==> src/rtl/stream_demux_1_n.sv <==
// stream_demux_1_n: registered 1-to-N valid/ready stream demultiplexer.
// Each output channel owns a one-entry holding register. The target is picked
// either by in_sel (mode=0) or by an internal round-robin pointer (mode=1).
// Beats aimed at a channel index >= CHANNELS are accepted and dropped.
// Optional feature macro: DEMUX_DROP_CNT_EN adds drop_clr/drop_cnt, a
// saturating count of dropped out-of-range beats.
module stream_demux_1_n #(
  parameter int unsigned WIDTH    = 8,
  parameter int unsigned CHANNELS = 4,
  parameter int unsigned SEL_W    = 2
) (
  input  logic                      clk,
  input  logic                      rst_n,
  input  logic                      mode,
  input  logic                      in_valid,
  output logic                      in_ready,
  input  logic [WIDTH-1:0]          in_data,
  input  logic [SEL_W-1:0]          in_sel,
  output logic [CHANNELS-1:0]       out_valid,
  input  logic [CHANNELS-1:0]       out_ready,
  output logic [CHANNELS*WIDTH-1:0] out_data,
  output logic [SEL_W-1:0]          rr_ptr,
  output logic                      busy
`ifdef DEMUX_DROP_CNT_EN
  ,
  input  logic                      drop_clr,
  output logic [15:0]               drop_cnt
`endif
);

  localparam int unsigned DATA_W = CHANNELS * WIDTH;
  localparam logic [SEL_W-1:0] LAST_CH = SEL_W'(CHANNELS - 1);

  logic [SEL_W-1:0]    tgt_c;
  logic [CHANNELS-1:0] tgt_oh_c;
  logic                tgt_ok_c;
  logic                accept_c;
  logic [CHANNELS-1:0] load_c;
  logic [CHANNELS-1:0] drain_c;
  logic [CHANNELS-1:0] out_valid_nxt_c;
  logic [DATA_W-1:0]   out_data_nxt_c;
  logic [SEL_W-1:0]    rr_ptr_nxt_c;

  // Target channel: explicit select or round-robin pointer
  always_comb begin
    tgt_c = in_sel;
    if (mode) begin
      tgt_c = rr_ptr;
    end
  end

  // One-hot decode of the target; an all-zero result marks an out-of-range target
  always_comb begin
    tgt_oh_c = '0;
    for (int unsigned i = 0; i < CHANNELS; i++) begin
      if (tgt_c == SEL_W'(i)) begin
        tgt_oh_c[i] = 1'b1;
      end
    end
  end

  // Input handshake: out-of-range beats are always taken, otherwise the target must have room
  always_comb begin
    tgt_ok_c = |tgt_oh_c;
    in_ready = ~tgt_ok_c | (|(tgt_oh_c & (~out_valid | out_ready)));
    accept_c = in_valid & in_ready;
    load_c   = {CHANNELS{accept_c}} & tgt_oh_c;
    drain_c  = out_valid & out_ready;
  end

  // Next state of each holding register: load wins, a bare drain clears the lane to zero
  always_comb begin
    out_valid_nxt_c = out_valid;
    out_data_nxt_c  = out_data;
    for (int unsigned i = 0; i < CHANNELS; i++) begin
      if (load_c[i]) begin
        out_valid_nxt_c[i]                = 1'b1;
        out_data_nxt_c[i*WIDTH +: WIDTH] = in_data;
      end else if (drain_c[i]) begin
        out_valid_nxt_c[i]                = 1'b0;
        out_data_nxt_c[i*WIDTH +: WIDTH] = '0;
      end
    end
  end

  // Round-robin pointer advances only on an accepted in-range beat in mode=1
  always_comb begin
    rr_ptr_nxt_c = rr_ptr;
    if (mode && accept_c && tgt_ok_c) begin
      if (rr_ptr == LAST_CH) begin
        rr_ptr_nxt_c = '0;
      end else begin
        rr_ptr_nxt_c = rr_ptr + SEL_W'(1);
      end
    end
  end

  // Channel holding registers and round-robin pointer
  always_ff @(posedge clk or negedge rst_n) begin
    if (!rst_n) begin
      out_valid <= '0;
      out_data  <= '0;
      rr_ptr    <= '0;
    end else begin
      out_valid <= out_valid_nxt_c;
      out_data  <= out_data_nxt_c;
      rr_ptr    <= rr_ptr_nxt_c;
    end
  end

  // Activity flag is a pure function of the channel flops
  assign busy = |out_valid;

`ifdef DEMUX_DROP_CNT_EN
  localparam int unsigned CNT_W = 16;
  localparam logic [CNT_W-1:0] CNT_MAX = '1;

  logic drop_c;

  // A dropped beat is one accepted while the target is out of range
  assign drop_c = accept_c & ~tgt_ok_c;

  // Saturating drop counter; clear has priority over increment
  always_ff @(posedge clk or negedge rst_n) begin
    if (!rst_n) begin
      drop_cnt <= '0;
    end else if (drop_clr) begin
      drop_cnt <= '0;
    end else if (drop_c && (drop_cnt != CNT_MAX)) begin
      drop_cnt <= drop_cnt + CNT_W'(1);
    end
  end
`endif

endmodule

==> config.mk <==
export PLATFORM = sky130hd
export DESIGN_NAME = stream_demux_1_n
export DESIGN_NICKNAME = d
export VERILOG_FILES = /design/src/rtl/stream_demux_1_n.sv
export SDC_FILE = /design/constraint.sdc
export NUM_CORES = 1
export LEC_CHECK = 0
export ABC_AREA = 1
export CAP_MARGIN = 20
export CORE_MARGIN = 10
export CORE_UTILIZATION = 50
export CTS_CLUSTER_DIAMETER = 150
export CTS_CLUSTER_SIZE = 28
export DETAILED_ROUTE_END_ITERATION = 10
export MAX_ROUTING_LAYER = met4
export PLACE_DENSITY_LB_ADDON = 0.12
export SLEW_MARGIN = 10
export SYNTH_ARGS = -nofsm -noshare
export SYNTH_HDL_FRONTEND = slang
export SYNTH_SLANG_ARGS = --single-unit
==> constraint.sdc <==
create_clock -name clk -period 2.39 [get_ports clk]
set_input_delay 0.239 -clock clk [delete_from_list [all_inputs] [get_ports clk]]
set_output_delay 0.239 -clock clk [all_outputs]
set_load 0.01 [all_outputs]
==> impl_metrics.ini, run 1 <==
[status]
status = complete, no violations

[global_routing]
grt-ovfl-total = 0
antenna_found_initial = 0
grt_pass1_wl_microns = 8270
grt_pass1_vias = 1674
grt_most_used_layer = met2
use_met2_pct = 24.8
grt.total_usage_pct = 16.5
grt_max_degree = 39
grt.met3_usage_pct = 5.19
use_met1_pct = 20.1

[yosys]
synth_nets = 221
synth_most_common_cell = nand2_1
async_flop_share_pct = 100
synth_commonest_cells = nand2_1, dfrtp_1, nand3_1
synth_area_per_cell_sq_um = 9.21
synth_area_leader_cell = dfrtp_1
ys_ff_latch = 38
synth_top_area_share_pct = 51.1
synthCells = 202
synth_area_sq_mm = 0.00186
synth_cell_type_count = 19
synthTopCellsByArea = dfrtp_1, nand4_1, nand2_1
seq_area_frac_synth_pct = 51.1
synth-edff-count = 0
synth_warnings = 0
synthFlopType = dfrtp_1

[sta]
slew-limit-headroom_pct = 68.3
fin_tns_setup_ns = 0
finalCritPeriodShare_pct = 90.0
timing.hold.ws_ns = 0.377
drv_slew = 0
hold_violations = 0
rsz0062_at_grt = no
period_needed_ns = 2.15
max_freq_mhz = 465
finalClockSkew_ns = 0.00869
tightest_slew_ns = 0.476
setup_viol = 0

[place]
hpwlAfterDp_microns = 3720
port_buffers = 57
dp_cells = 303
gp_congestion = 0.813
placed_area_sq_mm = 0.00245

[critical_path]
end_kind = output pin
path_max_fanout = 6
crit_arrival_ns = 1.91
critPathRequiredTime_ns = 2.15
setup.worst_path.class = in -> out
startpoint_type = primary input

[final_layout]
drive_above_1_share_pct = 13.3
fin_nets = 281
instances_no_fill = 311
area_growth_pct = 36.6
antenna_cells = 0
fin_util_pct = 69.9
design_area_sq_mm = 0.00254

[clocking]
cts_root_buf = clkbuf_8
cts_setup_buffers = 0
cts_tree = done
cts.sinks = 38
ctsResizeCount = 0
cts_buffer_depth = 2
cts_made_buffers = 5
htreeDepth = 2
clk_pin_slew_worst_paths_ns = 0.07
cts_hold_buf = 0
clk_latency_ns = 0.29

[power_and_ir_drop]
power.density_mw_per_mm2 = 1200
leakagePower_nw = 1.22
peakVddDrop_v = 0.000713

[routing]
wl_per_cell_microns = 16.1
final_antenna_net_count = 0
postRouteWirelength_microns = 5010
drc = 0
drtPass1Iterations = 4
route.vias.total = 1700
via_per_inst = 5.47
drt_iter0_markers = 172

[floorplanning]
initial_core_util_pct = 51.2
pin_count = 58
core_sq_mm = 0.00363
dieArea_sq_mm = 0.00656
die_x_microns = 81
die_h_microns = 81
rows = 22

[job]
cap_violations = 0

[min_path]
worstHoldPathType = in -> async
worst max-delay path: stages:
cell	delay, ns
clkdlybuf4s50_1	0.51
inv_2	0.15
nand2_2	0.06
nand2_2	0.10
nand3_1	0.08
nand2_1	0.09
inv_2	0.04
nand2_4	0.06
clkdlybuf4s50_1	0.57
per-layer routing:
metal / part of all wire, % / wire [microns]
met1: 42 / 2100
met3: 10 / 517
met4: 1.9 / 97
met2: 46 / 2290
met5: 0 / 0
layout make-up:
cell class                      instances  area, sq um
Timing Repair Buffer                   61          601
Clock buffer                            6         82.6
Clock inverter                          2         12.5
Tap cell                               48         60.1
Sequential cell                        38          951
Fill cell                             309         1090
Multi-Input combinational cell        144          790
Inverter                               12         45.0
path summary, 6_finish.rpt:
path,from,end,slack (ns),depth (start not counted)
hold / removal,rst_n,out_data[18],0.38,2
setup / recovery,mode,in_ready,0.24,9
setup reg to reg,rr_ptr[0],out_data[10],0.66,11
max in group asynchronous,rst_n,out_valid[0],1.68,2
min in group clk,out_data[19],out_data[19],0.50,2
hold reg to reg,out_data[19],out_data[19],0.50,2
flip-flops by register name, summed over array words and instances (netlist names):
signal and count:
out_valid 4, out_data 32, rr_ptr 2
through the flow:
step                      total power, mW  worst slack (ns)
after floorplan                      1.87             0.955
after global placement               2.58             0.267
after detailed placement             2.62             0.223
after CTS                            3.09             0.228
after global routing                 3.28             0.113
final                                3.05             0.240
layout by cell type (no fill, tap or decap), drive strengths merged:
| cell | count |
|---|---|
| buf | 4 |
| clkbuf | 6 |
| clkdlybuf4s50 | 57 |
| clkinv | 1 |
| clkinvlp | 1 |
| dfrtp | 38 |
| ha | 1 |
| inv | 12 |
| nand2 | 59 |
| nand3 | 42 |
| nand4 | 32 |
| nor2 | 5 |
| o21ai | 2 |
| or2 | 3 |
logic make-up after synthesis:
logic type               after synthesis  share of synthesized area, %
AND/OR/NAND/NOR                      141                          41.2
flip-flops                            38                          51.1
buffers and inverters                 20                          6.46
AO/OA/AOI/OAI                          2                         0.538
adder cells (fa/ha/maj)                1                         0.672
power by group:
part,switching [mW],internal [mW]
clock network,0.236,0.232
logic,0.733,0.752
registers,0.180,0.921
Power figures use the tool's default switching activity.
==> run 2, diff against run 1 <==
CORE_UTILIZATION = 42   (was 50)
clock period = 1.8 ns   (was 2.39 ns; I/O delays follow)
==> impl_metrics.ini, run 2 (synthesized netlist as in run 1, its figures left out) <==
[sta]
tightest_slew_ns = 0.482
drv_slew = 0
slew-limit-headroom_pct = 67.9
finalClockSkew_ns = 0.00420
hold_violations = 0
setup_viol = 0
finalWorstSetupSlack_ns = 0.177
finalCritPeriodShare_pct = 90.2
period_needed_ns = 1.62
rsz0062_at_grt = no
max_freq_mhz = 616

[routing]
via_per_inst = 5.11
drt_iter0_markers = 92
route.vias.total = 1685
final_antenna_net_count = 0
wl_per_cell_microns = 15.8
drc = 0
drtPass1Iterations = 4
postRouteWirelength_microns = 5210

[critical_path]
startpoint_type = flip-flop
r2r_setup_slack_ns = 0.18
critPathRequiredTime_ns = 1.98
reg2reg_depth = 10
path_max_fanout = 16
setup.worst_path.class = reg -> reg
rr_startpoint = out_valid[2]
end_kind = flip-flop
crit_arrival_ns = 1.80
startpoint = out_valid[2]

[place]
hpwlAfterDp_microns = 3920
gp_congestion = 0.798
dp_slack_ns = -0.174
port_buffers = 57
placed_area_sq_mm = 0.00256

[status]
status = complete, no violations

[clocking]
cts_buffer_depth = 2
cts_made_buffers = 5
htreeDepth = 2
clk_pin_slew_worst_paths_ns = 0.07
clk_latency_ns = 0.28
cts_tree = done
cts_root_buf = clkbuf_8
cts.sinks = 38

[floorplanning]
initial_core_util_pct = 43.0
core_sq_mm = 0.00432
rows = 24
dieArea_sq_mm = 0.00749
die_h_microns = 86.6
pin_count = 58
die_x_microns = 86.6

[power_and_ir_drop]
leakagePower_nw = 1.30
power.total_mw = 4.11
power.density_mw_per_mm2 = 1550
peakVddDrop_v = 0.000735

[final_layout]
final_common_cell = clkdlybuf4s50_1
design_area_sq_mm = 0.00265
fin_nets = 297
area_growth_pct = 42.6
drive_above_1_share_pct = 18.3
fin_util_pct = 61.4
largest_register_ffs = 32
largest_register = out_data
layout_common_cells = clkdlybuf4s50_1, nand2_1, dfrtp_1, nand3_1, nand4_1
antenna_cells = 0
reg.largest.list = out_data x32, out_valid x4, rr_ptr x2

[global_routing]
grt_pass1_vias = 1697
grt_max_degree = 39
grt-ovfl-total = 0
grt_pass1_wl_microns = 8590
grt.total_usage_pct = 14.6
antenna_found_initial = 0

[min_path]
worstHoldPathType = in -> async

[job]
cap_violations = 0
run 2: cell types whose count changed in the layout (fill, tap and decap cells not counted), sizes merged:
cell           before  now
buf                 4   20
clkdlybuf4s50      57   54
clkinv              1    2
clkinvlp            1    0
dlygate4sd2         0    1
dlygate4sd3         0    1
run 2: what timing repair did:
item                                    4_1_cts  5_1_grt
buffers inserted                              1        0
resized for setup                             2        2
hold buffers                                  1        0
endpoints found under the setup margin        1        1
hold endpoints to repair                     38        0
pin swaps                                     0        0
run 2: routing by layer:
layer  vias up  track usage (%)  share of wire, %
li1        853                -                 -
met3         2             5.82               8.2
met1       780             18.3                44
met2        50             21.9                48
met5         -                -                 0
met4         0             3.09              0.19
run 2: through the flow:
stage          hold WS [ns]  setup TNS [ns]  std cells
5_1_grt               0.534               0        330
4_1_cts               0.480               0        330
6_report              0.469               0        330
3_5_place_dp          0.255           -3.54        321
2_1_floorplan        -0.116               0        202
3_3_place_gp          0.262           -2.03        321
run 2: path summary, 6_finish.rpt:
| check | endpoint |
|---|---|
| min reg2reg | out_data[16] |
| max in group asynchronous | out_data[6] |
| max | out_data[11] |
| min in group clk | out_data[16] |
| max reg2reg | out_data[11] |
| min | out_data[29] |
run 2: area by class of cell:
class / instances / area, sq um
timing repair buffer: 77 / 724
tap: 52 / 65.1
fill: 413 / 1670
clock inverter: 2 / 10.0
multi-input combinational: 144 / 790
inverter: 12 / 45.0
clock buffer: 5 / 68.8
sequential: 38 / 951
run 2: critical path, cell delays in order, from the launching register on:
cell     delay [ns]
dfrtp_1        0.37
inv_1          0.06
or2_2          0.29
nand3_1        0.08
nand2_1        0.07
inv_2          0.06
nand2_4        0.05
buf_4          0.20
buf_4          0.18
nand4_1        0.08
nand2_1        0.07
run 2: where the power goes:
part	switching [mW]	internal, mW
combinational	1.01	1.11
clock	0.281	0.260
sequential	0.223	1.22
==> run 3, diff against run 2 <==
GPL_ROUTABILITY_DRIVEN = 0   (was unset)
==> results of run 3 <==
Same layout as run 2: the final DEF is identical, and so are final timing and power.
